==> src/rtl/polyphase_pkg.sv <==
// Shared types and scaling helper for the polyphase FIR output path.
// sat_round rounds half-up on an arithmetic right shift, then clamps to out_w signed bits.
package polyphase_pkg;

   localparam int unsigned SAMPLE_W   = 16;
   localparam int unsigned NUM_PHASES = 2;

   typedef struct packed {
      logic signed [SAMPLE_W-1:0] even;
      logic signed [SAMPLE_W-1:0] odd;
   } pair_t;

   typedef enum logic [1:0] {EMPTY, EVEN, ODD} ser_state_e;

   function automatic logic signed [SAMPLE_W-1:0] sat_round(
      input logic signed [SAMPLE_W-1:0] y,
      input int unsigned                shift,
      input int unsigned                out_w
   );
      logic signed [SAMPLE_W:0] ext;
      logic signed [SAMPLE_W:0] rnd;
      logic signed [SAMPLE_W:0] t;
      logic signed [SAMPLE_W:0] max_v;
      logic signed [SAMPLE_W:0] min_v;
      ext = {y[SAMPLE_W-1], y};
      rnd = '0;
      if (shift > 0) begin
         // One guard bit so the rounding add cannot wrap.
         rnd = (SAMPLE_W+1)'(1) <<< (shift - 1);
         t   = (ext + rnd) >>> shift;
      end else begin
         t = ext;
      end
      max_v = (SAMPLE_W+1)'((32'sd1 <<< (out_w - 1)) - 32'sd1);
      min_v = -max_v - (SAMPLE_W+1)'(1);
      if (t > max_v) begin
         t = max_v;
      end else if (t < min_v) begin
         t = min_v;
      end
      return t[SAMPLE_W-1:0];
   endfunction

endpackage

==> src/rtl/polyphase_output_serializer_fifo.sv <==
// Single-clock FIFO of sample pairs; pointers wrap naturally, full/empty come from the level count.
module pair_fifo
   import polyphase_pkg::*;
#(
   parameter int unsigned DEPTH = 4
) (
   input  logic                     clk_i,
   input  logic                     rst_i,
   input  logic                     push_i,
   input  logic                     pop_i,
   input  pair_t                    wdata_i,
   output pair_t                    rdata_o,
   output logic [$clog2(DEPTH):0]   level_o,
   output logic                     full_o,
   output logic                     empty_o
);

   localparam int unsigned PTR_W = $clog2(DEPTH);
   localparam int unsigned LVL_W = PTR_W + 1;

   pair_t            mem_q [DEPTH];
   logic [PTR_W-1:0] wr_ptr_q, wr_ptr_d;
   logic [PTR_W-1:0] rd_ptr_q, rd_ptr_d;
   logic [LVL_W-1:0] level_q, level_d;
   logic             do_push, do_pop;

   assign full_o  = (level_q == LVL_W'(DEPTH));
   assign empty_o = (level_q == '0);
   assign do_push = push_i && !full_o;
   assign do_pop  = pop_i && !empty_o;
   assign level_o = level_q;
   assign rdata_o = mem_q[rd_ptr_q];

   always_comb begin
      wr_ptr_d = wr_ptr_q;
      rd_ptr_d = rd_ptr_q;
      level_d  = level_q;
      if (do_push) wr_ptr_d = wr_ptr_q + PTR_W'(1);
      if (do_pop)  rd_ptr_d = rd_ptr_q + PTR_W'(1);
      case ({do_push, do_pop})
         2'b10:   level_d = level_q + LVL_W'(1);
         2'b01:   level_d = level_q - LVL_W'(1);
         default: level_d = level_q;
      endcase
   end

   always_ff @(posedge clk_i or posedge rst_i) begin
      if (rst_i) begin
         wr_ptr_q <= '0;
         rd_ptr_q <= '0;
         level_q  <= '0;
      end else begin
         wr_ptr_q <= wr_ptr_d;
         rd_ptr_q <= rd_ptr_d;
         level_q  <= level_d;
      end
   end

   always_ff @(posedge clk_i) begin
      if (do_push) mem_q[wr_ptr_q] <= wdata_i;
   end

endmodule

==> src/rtl/polyphase_output_serializer.sv <==
// Re-interleaves (even, odd) FIR output pairs into one full-rate valid/ready stream,
// buffering pairs in a FIFO and scaling/saturating each pair as it is popped.
module polyphase_output_serializer
   import polyphase_pkg::*;
#(
   parameter int unsigned IN_W  = 16,
   parameter int unsigned OUT_W = 16,
   parameter int unsigned SHIFT = 0,
   parameter int unsigned DEPTH = 4
) (
   input  logic                    clk_2f,
   input  logic                    rst,
   input  logic                    in_valid,
   output logic                    in_ready,
   input  logic [IN_W-1:0]         y_even,
   input  logic [IN_W-1:0]         y_odd,
   output logic                    out_valid,
   input  logic                    out_ready,
   output logic [OUT_W-1:0]        y_out,
   output logic                    out_phase,
   output logic [$clog2(DEPTH):0]  fifo_level,
   output logic                    overflow,
   input  logic                    ovf_clr
);

   pair_t      wdata, head;
   logic       fifo_full, fifo_empty, pop, drop;
   ser_state_e state_q, state_d;

   logic [OUT_W-1:0]                y_out_q, y_out_d;
   logic [OUT_W-1:0]                odd_q, odd_d;
   logic [$clog2(NUM_PHASES)-1:0]   phase_q, phase_d;
   logic                            valid_q, valid_d;
   logic                            ovf_q, ovf_d;
   logic [OUT_W-1:0]                head_even_s, head_odd_s;

   assign wdata.even = SAMPLE_W'($signed(y_even));
   assign wdata.odd  = SAMPLE_W'($signed(y_odd));

   pair_fifo #(
      .DEPTH (DEPTH)
   ) u_fifo (
      .clk_i   (clk_2f),
      .rst_i   (rst),
      .push_i  (in_valid),
      .pop_i   (pop),
      .wdata_i (wdata),
      .rdata_o (head),
      .level_o (fifo_level),
      .full_o  (fifo_full),
      .empty_o (fifo_empty)
   );

   assign in_ready = !fifo_full;
   assign drop     = in_valid && fifo_full;

   assign head_even_s = OUT_W'(sat_round(head.even, SHIFT, OUT_W));
   assign head_odd_s  = OUT_W'(sat_round(head.odd, SHIFT, OUT_W));

   always_comb begin
      state_d = state_q;
      y_out_d = y_out_q;
      odd_d   = odd_q;
      phase_d = phase_q;
      valid_d = valid_q;
      pop     = 1'b0;
      unique case (state_q)
         EMPTY: begin
            if (!fifo_empty) begin
               pop     = 1'b1;
               state_d = EVEN;
               valid_d = 1'b1;
               phase_d = 1'b0;
               y_out_d = head_even_s;
               odd_d   = head_odd_s;
            end
         end
         EVEN: begin
            if (out_ready) begin
               state_d = ODD;
               phase_d = 1'b1;
               y_out_d = odd_q;
            end
         end
         ODD: begin
            if (out_ready) begin
               if (!fifo_empty) begin
                  // Back-to-back: the next pair follows with no bubble.
                  pop     = 1'b1;
                  state_d = EVEN;
                  phase_d = 1'b0;
                  y_out_d = head_even_s;
                  odd_d   = head_odd_s;
               end else begin
                  state_d = EMPTY;
                  valid_d = 1'b0;
               end
            end
         end
         default: begin
            state_d = EMPTY;
            valid_d = 1'b0;
         end
      endcase
   end

   // A drop in the same cycle as a clear still leaves the flag set.
   always_comb begin
      ovf_d = ovf_q;
      if (drop) begin
         ovf_d = 1'b1;
      end else if (ovf_clr) begin
         ovf_d = 1'b0;
      end
   end

   always_ff @(posedge clk_2f or posedge rst) begin
      if (rst) begin
         state_q <= EMPTY;
         y_out_q <= '0;
         odd_q   <= '0;
         phase_q <= '0;
         valid_q <= 1'b0;
         ovf_q   <= 1'b0;
      end else begin
         state_q <= state_d;
         y_out_q <= y_out_d;
         odd_q   <= odd_d;
         phase_q <= phase_d;
         valid_q <= valid_d;
         ovf_q   <= ovf_d;
      end
   end

   assign out_valid = valid_q;
   assign y_out     = y_out_q;
   assign out_phase = phase_q;
   assign overflow  = ovf_q;

endmodule
==> config.mk <==
export PLATFORM = sky130hd
export DESIGN_NAME = polyphase_output_serializer
export DESIGN_NICKNAME = d
export VERILOG_FILES = /design/src/rtl/polyphase_pkg.sv /design/src/rtl/polyphase_output_serializer_fifo.sv /design/src/rtl/polyphase_output_serializer.sv
export SDC_FILE = /design/constraint.sdc
export NUM_CORES = 1
export LEC_CHECK = 0
export ABC_AREA = 1
export BUFFER_PORTS_ARGS = -buffer_cell sky130_fd_sc_hd__buf_2
export CORE_ASPECT_RATIO = 0.75
export CORE_UTILIZATION = 35
export DETAILED_ROUTE_END_ITERATION = 7
export MAX_ROUTING_LAYER = met4
export PLACE_DENSITY_LB_ADDON = 0.3
export SKIP_LAST_GASP = 1
export SYNTH_ARGS = -nofsm -noshare
export SYNTH_HDL_FRONTEND = slang
export SYNTH_SLANG_ARGS = --single-unit
==> constraint.sdc <==
create_clock -name clk_2f -period 3.1 [get_ports clk_2f]
set_clock_uncertainty 0.05 [all_clocks]
set_input_delay 0 -clock clk_2f [delete_from_list [all_inputs] [get_ports clk_2f]]
set_output_delay 0 -clock clk_2f [all_outputs]
set_load 0.03 [all_outputs]
==> results by group <==
Outcome
  – Status: complete, no violations

Global routing
  – Tot GR Track Use: 16.1%
  – Antenna violations before repair: 0
  – GRT Residual Overflow: 0
  – Largest net degree at the start of global routing: 66
  – First-pass GRT wire length: 24600 µm
  – Vias in the first global route: 4503

Floorplanning
  – Boundary pin count: 60
  – Full die area: 21000 µm²
  – Chip height: 126 µm
  – Core Area: 19700 µm²
  – Die Span X: 167 µm
  – Number of cell rows: 44
  – Initial Utilization: 36.3%

Synth
  – Warnings, synthesis: 0
  – Cell Area, Synth: 7140 µm²
  – Seq/Total Area, Yosys: 69.3%
  – #FFs+latches synth: 172
  – Gate Count Post-Synth: 661
  – Synth unique cells: 26
  – Syn Area/Cell: 10.8 µm²
  – Syn nets: 704

Placed design
  – Port bufs: 59
  – HPWL Detailed: 9300 µm
  – GPL Wtd Cong: 0.777
  – Placed Area: 7730 µm²

Clocking
  – Clk sinks: 172
  – Clock latency on the worst-skew pair: 0.43 ns
  – Clk slew on worst S/H paths: 0.07 ns
  – Post-CTS Setup Bufs: 0
  – CTS Buf Count: 17
  – H-Tree Depth: 4
  – CTS resizes: 0
  – Cts hold-fix bufs: 37
  – Root Driver: clkbuf_16
  – Max Buffers Root-to-Sink: 2
  – CTS tree: yes

Cells and area
  – Commonest non-fill, non-tap cell in the layout: nand2_1
  – Fill count: 1828
  – Design area: 8700 µm²
  – Antenna diodes: 0
  – Area growth syn-to-layout: 21.8%
  – Most frequent cells in the layout: nand2_1, edfxtp_1, inv_1, nand3_1, nor2_1
  – Area of the multi-input gates: 1690 µm²
  – Reg area: 4950 µm²
  – # nets final: 799
  – Layout cell share with drive strength beyond 1: 15.2%

Setup path
  – Worst setup EP type: flop
  – CP startpoint kind: flop
  – Critical path fanouts, max: 24
  – Worst Path Arrival: 2.39 ns
  – Crit Path Category: flop to flop
  – Worst Path Required: 3.36 ns

Route
  – Final WL: 15400 µm
  – Post-DRT Antenna Nets: 0
  – Drt initial violations: 343
  – DR DRC count: 0
  – Via count: 4723
  – Via/cell ratio: 4.62
  – Routed length per instance: 15.1 µm
  – DR pass1 iterations: 5

Power and ir drop
  – Power Total: 8.87 mW
  – Internal: 5.30 mW
  – Sw Share: 40.2%
  – Clock network power share: 24.0%
  – Maximum VDD drop: 0.000514 V
  – Register share of total power: 38.3%
  – P per Cell Area: 1020 nW/µm²
  – Static Leak: 3.75 nW
  – Combinational power share: 37.7%
  – Switch Pwr: 3.56 mW

STA
  – Min Clock Period, post-route: 2.14 ns
  – Max Fclk: 468 MHz
  – Total negative slack: 0 ns
  – Final period utilization: 68.9%
  – Fin. max-slew vios: 0
  – Final hold viol count: 0
  – Unrepaired setup endpoints after global routing: no
  – Slew margin rel.: 36.6%
  – Final setup vio count: 0
  – Worst Tran Pin Value: 0.950 ns

Flow run
  – Maxcap violations: 0

Hold path
  – Hold Crit Class: primary input to flop
## final timing paths
path | start | to | slack [ns] | depth (start not counted)
min in group asynchronous | rst | u_fifo.level_o[2] | 0.28 | 3
setup reg to reg | state_q[1] | u_fifo.level_o[2] | 0.96 | 9
max in group asynchronous | rst | u_fifo.rd_ptr_q[0] | 2.04 | 3
hold / removal | y_odd[2] | u_fifo.mem_q[2][2] | 0.27 | 2
hold reg to reg | u_fifo.level_o[0] | u_fifo.level_o[0] | 0.44 | 1
setup / recovery | state_q[1] | u_fifo.level_o[2] | 0.96 | 9
## cells by family after synthesis
group / Yosys count / share of synthesized area (%)
adders and majority gates: 6 / 1.16
buffers and inverters: 128 / 7.47
AOI/OAI and AO/OA: 57 / 4.07
DFF: 172 / 69.3
and+or+nand+nor: 294 / 17.6
xor gates and xnor gates: 4 / 0.491
## state kept, by name (all words and copies together) (netlist names)
signal,flops
odd_q,16
out_phase,1
out_valid,1
overflow,1
state_q,2
u_fifo.level_o,3
u_fifo.mem_q,128
u_fifo.rd_ptr_q,2
u_fifo.wr_ptr_q,2
y_out,16
## layer usage
metal	wire (µm)	up-vias	GRT usage, %	part of all wire [%]
met5	0	-	-	0
met4	129	0	4.41	0.84
met3	659	11	3.87	4.3
met2	6790	97	23.0	44
met1	7860	2260	22.7	51
li1	-	2355	-	-
## cell usage after synthesis
cell type | count | area, µm²
buf_4 | 3 | 22.5
or2_2 | 1 | 6.26
ha_1 | 5 | 62.6
o21ai_0 | 38 | 190
or2_1 | 1 | 6.26
o22ai_1 | 1 | 6.26
nand2_4 | 3 | 33.8
xor2_1 | 3 | 26.3
clkbuf_1 | 6 | 22.5
nor2_1 | 65 | 244
nor3_1 | 1 | 5.00
inv_1 | 94 | 353
xnor2_1 | 1 | 8.76
inv_4 | 1 | 6.26
dfrtp_1 | 44 | 1100
o21ai_1 | 15 | 75.1
buf_6 | 2 | 22.5
nand2_1 | 138 | 518
a21oi_2 | 1 | 8.76
inv_2 | 3 | 11.3
buf_2 | 19 | 95.1
edfxtp_1 | 128 | 3840
a21oi_1 | 2 | 10.0
nand3_1 | 84 | 420
fa_1 | 1 | 20.0
nor2_8 | 1 | 20.0
## metrics by stage
| step | util (%) | hold WS (ns) | setup slack (ns) | std cells |
|---|---|---|---|---|
| 3_3_place_gp | 39.3 | 0.149 | 0.962 | 953 |
| 4_1_cts | 44.3 | 0.249 | 0.949 | 1022 |
| 2_1_floorplan | - | 0.0489 | 0.00711 | 661 |
| 5_1_grt | 44.3 | 0.266 | 0.794 | 1022 |
| 3_5_place_dp | 39.3 | 0.138 | 0.966 | 953 |
| 6_report | 44.3 | 0.269 | 0.963 | 1022 |
## final cells by class
| cell class | instances | area share [%] |
|---|---|---|
| Clock inverter | 15 | 1.94 |
| Inverter | 98 | 4.26 |
| Timing Repair Buffer | 106 | 8.95 |
| Tap cell | 253 | 3.64 |
| Clock buffer | 17 | 4.89 |
| Multi-Input combinational cell | 361 | 19.5 |
| Sequential cell | 172 | 56.9 |
## critical path: stages, from the launching register on
cell and delay (ns):
dfrtp_1 0.45, a21oi_2 0.21, nand2_4 0.21, inv_4 0.10, ha_1 0.14, inv_1 0.06, fa_1 0.37, a21oi_1 0.15
o21ai_0 0.11, xor2_1 0.15
## power groups by stage
stage	registers (mW)	logic (mW)	clock network, mW
2_1_floorplan	3.66	2.13	0
3_3_place_gp	3.43	3.30	0
3_5_place_dp	3.44	3.33	0
4_1_cts	3.39	3.39	2.17
5_1_grt	3.45	3.77	2.25
6_report	3.39	3.35	2.13
(Power assumes the default switching activity.)
